$ cat src/rtl/sa_pkg.sv
// rtl/sa_pkg.sv - shared constants, FSM states and stream length helper for the operand skewer
package sa_pkg;

    localparam int DEF_DATA_WIDTH = 8;
    localparam int ACC_WIDTH      = 32;

    typedef enum logic [1:0] {
        ST_LOAD   = 2'd0,
        ST_WAIT   = 2'd1,
        ST_STREAM = 2'd2
    } skew_state_t;

    // Number of cycles needed to push the full skewed wavefront through the widest edge.
    function automatic int stream_len(input int k, input int m, input int n);
        return k + ((m > n) ? m : n) - 1;
    endfunction

endpackage

$ cat src/rtl/sa_skew_lane.sv
// rtl/sa_skew_lane.sv - one edge lane: picks operand k = t - LANE when it lies inside the tile
module sa_skew_lane #(
    parameter int K          = 4,
    parameter int DATA_WIDTH = 8,
    parameter int TW         = 3,
    parameter int LANE       = 0
) (
    input  logic [TW-1:0]           t,
    input  logic [K*DATA_WIDTH-1:0] slice,
    output logic [DATA_WIDTH-1:0]   data,
    output logic                    vld
);

    int k;

    // Lane i lags the wavefront by i cycles; outside the tile the lane is forced to zero.
    always_comb begin
        k    = int'(t) - LANE;
        data = '0;
        vld  = 1'b0;
        if (k >= 0 && k < K) begin
            data = slice[k*DATA_WIDTH +: DATA_WIDTH];
            vld  = 1'b1;
        end
    end

endmodule

$ cat src/rtl/sa_operand_skewer.sv
// rtl/sa_operand_skewer.sv - buffers one A/B tile and replays it as skewed west/north wavefronts (SA_SKEW_DBUF_EN: ping/pong buffers)
module sa_operand_skewer
    import sa_pkg::*;
#(
    parameter int M          = 4,
    parameter int K          = 4,
    parameter int N          = 4,
    parameter int DATA_WIDTH = DEF_DATA_WIDTH
) (
    input  logic                    clk,
    input  logic                    reset_n,
    input  logic                    in_valid,
    output logic                    in_ready,
    input  logic [M*DATA_WIDTH-1:0] in_a_col,
    input  logic [N*DATA_WIDTH-1:0] in_b_row,
    input  logic                    in_last,
    input  logic                    array_idle,
    output logic [M*DATA_WIDTH-1:0] a_out,
    output logic [M-1:0]            a_vld,
    output logic [N*DATA_WIDTH-1:0] b_out,
    output logic [N-1:0]            b_vld,
    output logic                    tile_start,
    output logic                    tile_done,
    output logic                    err_len
);

    localparam int L  = stream_len(K, M, N);
    localparam int TW = (L > 1) ? $clog2(L) : 1;
    localparam int KW = (K > 1) ? $clog2(K) : 1;
    localparam int SW = K * DATA_WIDTH;

    skew_state_t             state;
    logic [KW-1:0]           kcnt;
    logic [TW-1:0]           tcnt;
    logic                    wr_sel;
    logic                    rd_sel;
    logic [SW-1:0]           a_buf [2][M];
    logic [SW-1:0]           b_buf [2][N];
    logic                    accept;
    logic                    load_done;
    logic                    t_last;
    logic [M*DATA_WIDTH-1:0] a_nxt;
    logic [M-1:0]            a_nv;
    logic [N*DATA_WIDTH-1:0] b_nxt;
    logic [N-1:0]            b_nv;

    assign accept    = in_valid && in_ready;
    assign load_done = accept && (kcnt == KW'(K-1));
    assign t_last    = (tcnt == TW'(L-1));

    // Beat counter and sticky length check: in_last must coincide exactly with the final beat.
    always_ff @(posedge clk or negedge reset_n) begin
        if (!reset_n) begin
            kcnt    <= '0;
            err_len <= 1'b0;
        end else if (accept) begin
            if (in_last != (kcnt == KW'(K-1)))
                err_len <= 1'b1;
            kcnt <= load_done ? '0 : kcnt + 1'b1;
        end
    end

    // Tile storage: lane i of A keeps its K values of row i, lane j of B keeps column j.
    always_ff @(posedge clk or negedge reset_n) begin
        if (!reset_n) begin
            for (int s = 0; s < 2; s++) begin
                for (int i = 0; i < M; i++) a_buf[s][i] <= '0;
                for (int j = 0; j < N; j++) b_buf[s][j] <= '0;
            end
        end else if (accept) begin
            for (int i = 0; i < M; i++)
                a_buf[wr_sel][i][int'(kcnt)*DATA_WIDTH +: DATA_WIDTH] <= in_a_col[i*DATA_WIDTH +: DATA_WIDTH];
            for (int j = 0; j < N; j++)
                b_buf[wr_sel][j][int'(kcnt)*DATA_WIDTH +: DATA_WIDTH] <= in_b_row[j*DATA_WIDTH +: DATA_WIDTH];
        end
    end

`ifdef SA_SKEW_DBUF_EN
    logic [1:0] full;

    assign in_ready = !full[wr_sel];

    // Loader fills the free buffer while the stream side drains the other; a waiting full buffer chains without a bubble.
    always_ff @(posedge clk or negedge reset_n) begin
        if (!reset_n) begin
            state  <= ST_LOAD;
            tcnt   <= '0;
            wr_sel <= 1'b0;
            rd_sel <= 1'b0;
            full   <= '0;
        end else begin
            case (state)
                ST_LOAD, ST_WAIT: begin
                    if (full[rd_sel]) begin
                        if (array_idle) begin
                            state <= ST_STREAM;
                            tcnt  <= '0;
                        end else begin
                            state <= ST_WAIT;
                        end
                    end
                end
                ST_STREAM: begin
                    if (t_last) begin
                        full[rd_sel] <= 1'b0;
                        rd_sel       <= ~rd_sel;
                        tcnt         <= '0;
                        if (full[~rd_sel] && array_idle) state <= ST_STREAM;
                        else if (full[~rd_sel])          state <= ST_WAIT;
                        else                             state <= ST_LOAD;
                    end else begin
                        tcnt <= tcnt + 1'b1;
                    end
                end
                default: state <= ST_LOAD;
            endcase
            if (load_done) begin
                full[wr_sel] <= 1'b1;
                wr_sel       <= ~wr_sel;
            end
        end
    end
`else
    assign in_ready = (state == ST_LOAD);
    assign wr_sel   = 1'b0;
    assign rd_sel   = 1'b0;

    // Single buffer: load K beats, wait for the array, then stream L cycles.
    always_ff @(posedge clk or negedge reset_n) begin
        if (!reset_n) begin
            state <= ST_LOAD;
            tcnt  <= '0;
        end else begin
            case (state)
                ST_LOAD: begin
                    if (load_done) state <= ST_WAIT;
                end
                ST_WAIT: begin
                    if (array_idle) begin
                        state <= ST_STREAM;
                        tcnt  <= '0;
                    end
                end
                ST_STREAM: begin
                    if (t_last) begin
                        state <= ST_LOAD;
                        tcnt  <= '0;
                    end else begin
                        tcnt <= tcnt + 1'b1;
                    end
                end
                default: state <= ST_LOAD;
            endcase
        end
    end
`endif

    for (genvar i = 0; i < M; i++) begin : g_a_lane
        sa_skew_lane #(.K(K), .DATA_WIDTH(DATA_WIDTH), .TW(TW), .LANE(i)) u_lane (
            .t     (tcnt),
            .slice (a_buf[rd_sel][i]),
            .data  (a_nxt[i*DATA_WIDTH +: DATA_WIDTH]),
            .vld   (a_nv[i])
        );
    end

    for (genvar j = 0; j < N; j++) begin : g_b_lane
        sa_skew_lane #(.K(K), .DATA_WIDTH(DATA_WIDTH), .TW(TW), .LANE(j)) u_lane (
            .t     (tcnt),
            .slice (b_buf[rd_sel][j]),
            .data  (b_nxt[j*DATA_WIDTH +: DATA_WIDTH]),
            .vld   (b_nv[j])
        );
    end

    // Edge outputs are registered one cycle behind the stream counter and held at zero outside STREAM.
    always_ff @(posedge clk or negedge reset_n) begin
        if (!reset_n) begin
            a_out      <= '0;
            a_vld      <= '0;
            b_out      <= '0;
            b_vld      <= '0;
            tile_start <= 1'b0;
            tile_done  <= 1'b0;
        end else if (state == ST_STREAM) begin
            a_out      <= a_nxt;
            a_vld      <= a_nv;
            b_out      <= b_nxt;
            b_vld      <= b_nv;
            tile_start <= (tcnt == '0);
            tile_done  <= t_last;
        end else begin
            a_out      <= '0;
            a_vld      <= '0;
            b_out      <= '0;
            b_vld      <= '0;
            tile_start <= 1'b0;
            tile_done  <= 1'b0;
        end
    end

endmodule
$ cat config.mk
export PLATFORM = sky130hd
export DESIGN_NAME = sa_operand_skewer
export DESIGN_NICKNAME = d
export VERILOG_FILES = /design/src/rtl/sa_pkg.sv /design/src/rtl/sa_skew_lane.sv /design/src/rtl/sa_operand_skewer.sv
export SDC_FILE = /design/constraint.sdc
export NUM_CORES = 1
export LEC_CHECK = 0
export ABC_AREA = 1
export CAP_MARGIN = 20
export CORE_MARGIN = 2
export CORE_UTILIZATION = 43
export CTS_BUF_LIST = sky130_fd_sc_hd__clkbuf_2
export CTS_CLUSTER_DIAMETER = 120
export DETAILED_ROUTE_END_ITERATION = 8
export PLACE_DENSITY = 0.67
export SETUP_SLACK_MARGIN = 0.1
export SKIP_CTS_REPAIR_TIMING = 1
export SYNTH_ARGS = -nofsm -noshare
export SYNTH_HDL_FRONTEND = slang
export SYNTH_HIERARCHICAL = 1
export SYNTH_SLANG_ARGS = --single-unit
$ cat constraint.sdc
create_clock -name clk -period 2.9 [get_ports clk]
set_input_delay 0.29 -clock clk [delete_from_list [all_inputs] [get_ports clk]]
set_output_delay 0.29 -clock clk [all_outputs]
set_load 0.02 [all_outputs]
==> flow_metrics.env, run 1 <==
export IMPL_setup_viol=0
export IMPL_die_h_microns=207
export IMPL_finalPower_mw=21.7
export IMPL_leakage_nw=9.99
export IMPL_hold_class="in2reg"
export IMPL_pin_count=145
export IMPL_cts_root_buf="clkbuf_2"
export IMPL_r2r_setup_slack_ps=390
export IMPL_grt_max_degree=89
export IMPL_netlist_area_sq_um=17700
export IMPL_pwr_share_comb_pct=50.3
export IMPL_cts_max_level=3
export IMPL_rows=74
export IMPL_postSynthCellCount=2457
export IMPL_outcome="complete, no violations"
export IMPL_vias_per_cell=4.95
export IMPL_rsz0062_at_grt="false"
export IMPL_cp_cell_sequence="nor2_4, clkdlybuf4s50_1"
export IMPL_nNetsFinal=2716
export IMPL_overflow=0
export IMPL_via_count=16042
export IMPL_slew_headroom_pct=33.9
export IMPL_drc=0
export IMPL_syn_nets=2537
export IMPL_grt_pass1_wl_microns=82100
export IMPL_dieArea_sq_um=42700
export IMPL_drtAntennaViolNets=0
export IMPL_clock_sinks=338
export IMPL_tightestPinTransition_ps=990
export IMPL_r2r_start="kcnt[0]"
export IMPL_finClkSkew_ps=123
export IMPL_yosysWarnings=6
export IMPL_fmax_mhz=393
export IMPL_fillCellCount=4092
export IMPL_swShare_pct=49.3
export IMPL_coreArea_sq_um=40600
export IMPL_grt_total_usage_pct=24.4
export IMPL_crit_type="reg2out"
export IMPL_p_seq_share_pct=34.1
export IMPL_powerDensity_nw_per_um2=1050
export IMPL_max_vdd_ir_drop_v=0.000659
export IMPL_hold_start="in_a_col[31]"
export IMPL_endpoint_kind="output port"
export IMPL_pwr_share_clk_pct=15.5
export IMPL_p_int_mw=11.0
export IMPL_multi_input_area_sq_um=6910
export IMPL_critical_path_slowest_cell="clkdlybuf4s50_1"
export IMPL_min_to="a_buf[159]"
export IMPL_first_global_vias=15894
export IMPL_postSynth_asyncResetShare_pct=100
export IMPL_io_buffers=144
export IMPL_avgSynthCellArea_sq_um=7.19
export IMPL_hold_depth=3
export IMPL_die_width_microns=207
export IMPL_worstPathRequired_ps=2610
export IMPL_cpPeakStageDelay_ps=630
export IMPL_synth_seq_cells=338
export IMPL_gp_congestion=0.821
export IMPL_drt_total_wl_microns=50500
export IMPL_routedWlPerCell_microns=15.6
export IMPL_cp_max_fo=4
export IMPL_synth_edf_count=0
export IMPL_synth_cell_types=28
export IMPL_crit_arrival_ps=2260
export IMPL_hpwl_microns=31500
export IMPL_drt_pass1_iterations=5
export IMPL_synth_yosys_seq_area_share_pct=47.9
export IMPL_drt_iter0_drc=1185
export IMPL_antenna_found_initial=2
export IMPL_hold_viol=0
export IMPL_initial_core_util_pct=43.5
export IMPL_ff2ff_path_depth=9
export IMPL_register_area_sq_um=8470
export IMPL_critPathTopFamily="buffers and inverters"
export IMPL_cp_num_buf_inv=1
export IMPL_clk_latency_ps=1060
export IMPL_final_max_slew_violation_count=0
export IMPL_syn_to_final_growth_pct=17.2
export IMPL_post_route_util_pct=50.9
export IMPL_min_period_over_period_pct=87.8
export IMPL_clk_path_buf_depth=3
export IMPL_max_cap_viol_count=0
export IMPL_clk_pin_slew_ps=100
export IMPL_cts_buffers=91
export IMPL_drive_above_1_share_pct=9.58
export IMPL_startpoint_type="register"
export IMPL_fin_crit_ps=2550
export IMPL_synthFlopType="dfrtp_1"
export IMPL_cts_tree="done"
export IMPL_p_switching_mw=10.7
export IMPL_r2r_end="b_buf[176]"
cell usage in the layout (no fill, tap or decap):
| cell type | instances |
|---|---|
| nor4_1 | 1 |
| inv_1 | 382 |
| nand2_1 | 797 |
| dfrtp_4 | 1 |
| inv_6 | 1 |
| o21ai_0 | 51 |
| clkdlybuf4s50_1 | 143 |
| inv_2 | 15 |
| nand4_1 | 2 |
| a21o_1 | 2 |
| buf_12 | 8 |
| nand3_4 | 4 |
| nor2_4 | 4 |
| inv_4 | 7 |
| nand3_2 | 5 |
| buf_8 | 1 |
| nand2_4 | 1 |
| diode_2 | 3 |
| a21oi_1 | 60 |
| dfrtp_1 | 334 |
| clkinv_1 | 20 |
| clkbuf_2 | 128 |
| nand3_1 | 287 |
| xnor2_1 | 1 |
| nand2_2 | 34 |
| dfrtp_2 | 3 |
| ha_2 | 1 |
| nor2_1 | 184 |
| a21oi_2 | 4 |
| ha_1 | 10 |
| dlygate4sd3_1 | 46 |
| buf_4 | 35 |
| clkinv_2 | 6 |
| bufinv_16 | 1 |
| o21bai_1 | 1 |
| o31ai_1 | 1 |
| o21ai_1 | 122 |
worst max-delay path by stage:
stage,start,to,depth (start not counted)
2_1_floorplan,tcnt[0],a_out[10],10
3_3_place_gp,tcnt[0],b_out[25],7
3_5_place_dp,kcnt[0],b_buf[212],9
4_1_cts,state[1],in_ready,2
5_1_grt,kcnt[0],b_buf[211],9
6_report,state[1],in_ready,2
sequential cells by signal, summed over array words and instances, names as in the netlist:
name and cells:
a_out 32, kcnt 2, a_vld 4, tile_done 1
b_buf 128, state 2, tcnt 3, a_buf 128
tile_start 1, err_len 1, b_out 32, b_vld 4
synthesized netlist by cell type, types with 3 or more instances:
master,count,area [sq um]
o21ai_0,51,255
inv_1,382,1430
nor2_4,3,33.8
a21oi_1,60,300
nand2_1,798,3000
buf_4,6,45.0
ha_1,11,138
buf_6,21,236
nand3_4,3,52.6
inv_4,7,43.8
dfrtp_1,338,8460
o21ai_1,122,611
inv_2,10,37.5
clkbuf_1,61,229
a21oi_2,4,35.0
buf_2,59,295
nand2_2,34,213
nor2_1,184,691
nand3_2,4,40.0
nand3_1,289,1450
worst min-delay path, stage by stage:
cell	delay (ps)
clkdlybuf4s50_1	480
nand3_1	120
o21ai_0	70
kinds of logic after synthesis:
family,count (synthesis),share of synthesized area (%)
buf+inv,547,13.2
compound gates,241,6.97
xor+xnor,1,0.0496
flops,338,47.9
fa+ha+maj,11,0.779
simple gates,1319,31.1
area by class of cell:
cell class	count	area share, %
multi-input combinational	1572	33.4
tap	532	3.22
timing repair buffer	233	11.3
clock inverter	32	0.744
clock buffer	128	3.10
antenna	3	0.0363
sequential	338	40.9
inverter	400	7.36
power groups by stage:
stage / Sequential [mW] / Clock (mW) / Combinational, mW
floorplan: 7.34 / 0 / 7.84
global placement: 7.42 / 0 / 10.6
detailed placement: 7.47 / 0 / 10.8
CTS: 7.40 / 3.48 / 10.9
global route: 7.61 / 3.73 / 12.3
finish: 7.40 / 3.37 / 10.9
stage by stage:
stage / hold slack, ps / setup WS [ps] / instance area (sq um) / cells / TNS (ps)
2_1_floorplan: -5.59 / 868 / 17700 / 2457 / 0
6_report: 21.2 / 354 / 20700 / 3238 / 0
3_5_place_dp: 356 / 511 / 19400 / 3028 / 0
3_3_place_gp: 362 / 563 / 19400 / 3028 / 0
5_1_grt: 5.69 / 238 / 20700 / 3236 / 0
4_1_cts: -774 / -6.27 / 20200 / 3188 / -6.27
routing by layer:
| metal | share of wire, % | routed length (microns) | global-route usage (%) |
|---|---|---|---|
| met5 | 0 | 0 | 0 |
| met4 | 2.4 | 1220 | 9.36 |
| met3 | 6.6 | 3320 | 4.65 |
| met2 | 48 | 24300 | 40.9 |
| met1 | 43 | 21700 | 31.3 |
Power figures use the tool's default switching activity.
==> run 2, diff against run 1 <==
--- a/constraint.sdc
+++ b/constraint.sdc
@@ -3,2 +3,2 @@
 set_output_delay 0.29 -clock clk [all_outputs]
-set_load 0.02 [all_outputs]
+set_load 0.1 [all_outputs]
==> run 2 against run 1 <==
- cell count down 1.1%
- critical endpoint unchanged
- core utilization fell by 1.3 points
- register-to-register slack is essentially flat
- worst hold slack worse by 24 ps
- the run now ends with negative hold slack left
- critical path type unchanged
==> flow_metrics.env, run 2 (synthesis results as in run 1) <==
export IMPL_outcome="complete, but fails checks"
export IMPL_violations="negative hold slack"
export IMPL_r2r_start="kcnt[0]"
export IMPL_cts_max_level=3
export IMPL_fillCellCount=4039
export IMPL_clk_pin_slew_ps=110
export IMPL_crit_arrival_ps=2250
export IMPL_grt_max_degree=84
export IMPL_tightestPinTransition_ps=815
export IMPL_powerDensity_nw_per_um2=1110
export IMPL_final_max_slew_violation_count=0
export IMPL_dieArea_sq_um=42700
export IMPL_via_count=15985
export IMPL_min_period_over_period_pct=87.7
export IMPL_drtAntennaViolNets=0
export IMPL_drc=0
export IMPL_placed_cell_area_sq_um=19200
export IMPL_io_buffers=144
export IMPL_startpoint_type="register"
export IMPL_hpwl_microns=31600
export IMPL_cts_tree="done"
export IMPL_cp_max_fo=7
export IMPL_holdWs_ps=-3.05
export IMPL_pin_count=145
export IMPL_r2r_setup_slack_ps=390
export IMPL_slew_headroom_pct=45.6
export IMPL_drt_iter0_drc=1193
export IMPL_clk_latency_ps=1020
export IMPL_swShare_pct=51.6
export IMPL_hold_class="in2reg"
export IMPL_clock_sinks=338
export IMPL_drt_pass1_iterations=6
export IMPL_die_width_microns=207
export IMPL_drive_above_1_share_pct=12.6
export IMPL_rsz0062_at_grt="false"
export IMPL_leakage_nw=10.0
export IMPL_endpoint_kind="output port"
export IMPL_fmax_mhz=393
export IMPL_pwr_share_clk_pct=14.7
export IMPL_syn_to_final_growth_pct=14.2
export IMPL_top_regs="a_buf: 128 flops, b_buf: 128 flops"
export IMPL_p_int_mw=10.8
export IMPL_ff2ff_path_depth=6
export IMPL_gp_congestion=0.812
export IMPL_finClkSkew_ps=72.1
export IMPL_hold_start="in_b_row[24]"
export IMPL_rows=74
export IMPL_coreArea_sq_um=40600
export IMPL_overflow=0
export IMPL_setup_viol=0
export IMPL_clk_path_buf_depth=3
export IMPL_cts_root_buf="clkbuf_2"
export IMPL_fin_crit_ps=2540
export IMPL_max_cap_viol_count=0
export IMPL_cpPeakStageDelay_ps=480
export IMPL_antenna_found_initial=2
export IMPL_hold_depth=3
export IMPL_critPathTopFamily="flip-flops"
export IMPL_initial_core_util_pct=43.5
export IMPL_crit_type="reg2out"
export IMPL_max_vdd_ir_drop_v=0.000747
export IMPL_vias_per_cell=4.99
export IMPL_nNetsFinal=2685
export IMPL_routedWlPerCell_microns=15.7
export IMPL_hold_viol=1
export IMPL_drt_total_wl_microns=50400
export IMPL_setup_tns_ps=0
export IMPL_die_h_microns=207
export IMPL_p_seq_share_pct=33.1
export IMPL_critical_path_slowest_cell="dfrtp_1"
export IMPL_grt_pass1_wl_microns=81400
export IMPL_grt_total_usage_pct=24.1
export IMPL_first_global_vias=15771
export IMPL_min_to="b_buf[152]"
export IMPL_cp_cell_sequence="nor2_4, buf_4"
export IMPL_pwr_share_comb_pct=52.2
export IMPL_worstPathRequired_ps=2610
export IMPL_cts_buffers=92
export IMPL_cp_num_buf_inv=1
export IMPL_layout_commonest_cell="nand2_1"
export IMPL_p_switching_mw=11.6
export IMPL_layout_common_cells="nand2_1, inv_1, dfrtp_1, nand3_1, nor2_1"
export IMPL_worstSetupStartpoint="state[1]"
export IMPL_fin_area_sq_um=20200
export IMPL_r2r_end="b_buf[205]"
==> run 2: changes by cell type in the layout (fill, tap and decap cells not counted), sizes merged <==
cell,change
clkdlybuf4s50,-76
clkinv,-3
inv,+1
dlygate4sd3,-31
buf,+75
bufinv,-1
clkbuf,+1
diode,-1
==> run 2: final cells by class <==
type | count | area, sq um | share of cell area [%]
Tap cell | 532 | 666 | 3.30
Sequential cell | 338 | 8470 | 42.0
Timing Repair Buffer | 201 | 1840 | 9.13
Antenna cell | 2 | 5.00 | 0.0248
Clock inverter | 29 | 116 | 0.577
Clock buffer | 129 | 646 | 3.20
Inverter | 400 | 1520 | 7.56
Multi-Input combinational cell | 1572 | 6910 | 34.2
==> run 2: worst max-delay path by stage <==
stage,end,slack [ps],cells after the start
3_5_place_dp,b_buf[205],520,6
5_1_grt,in_ready,250,2
4_1_cts,in_ready,260,2
3_3_place_gp,b_out[25],560,7
6_report,in_ready,360,2
2_1_floorplan,a_out[10],870,10
==> run 2: through the flow <==
stage | worst slack [ps] | std cells | hold WS, ps | utilization [%] | power [mW]
4_1_cts | 265 | 3185 | -761 | 49.2 | 22.4
3_5_place_dp | 516 | 3027 | 348 | 47.3 | 19.1
3_3_place_gp | 563 | 3027 | 346 | 47.3 | 18.8
5_1_grt | 248 | 3202 | -3.23 | 49.6 | 24.3
6_report | 356 | 3203 | -3.05 | 49.6 | 22.4
2_1_floorplan | 868 | 2457 | -5.59 | - | 16.1
==> run 2: worst min-delay path, cell delays in order <==
cell and delay, ps:
clkdlybuf4s50_1 490, nand3_1 120, o21ai_1 50
==> run 2: power by group through the flow <==
stage | combinational, mW | clock [mW] | sequential [mW]
floorplan | 7.89 | 0 | 8.17
global placement | 11.4 | 0 | 7.44
detailed placement | 11.6 | 0 | 7.49
CTS | 11.6 | 3.38 | 7.41
global route | 13.0 | 3.59 | 7.64
finish | 11.7 | 3.29 | 7.42
==> run 2: per-layer routing <==
layer	global-route usage (%)	part of all wire [%]
met1	31.4	43
met2	39.6	47
met3	4.71	7.3
met4	9.49	2.5
met5	0.230	0
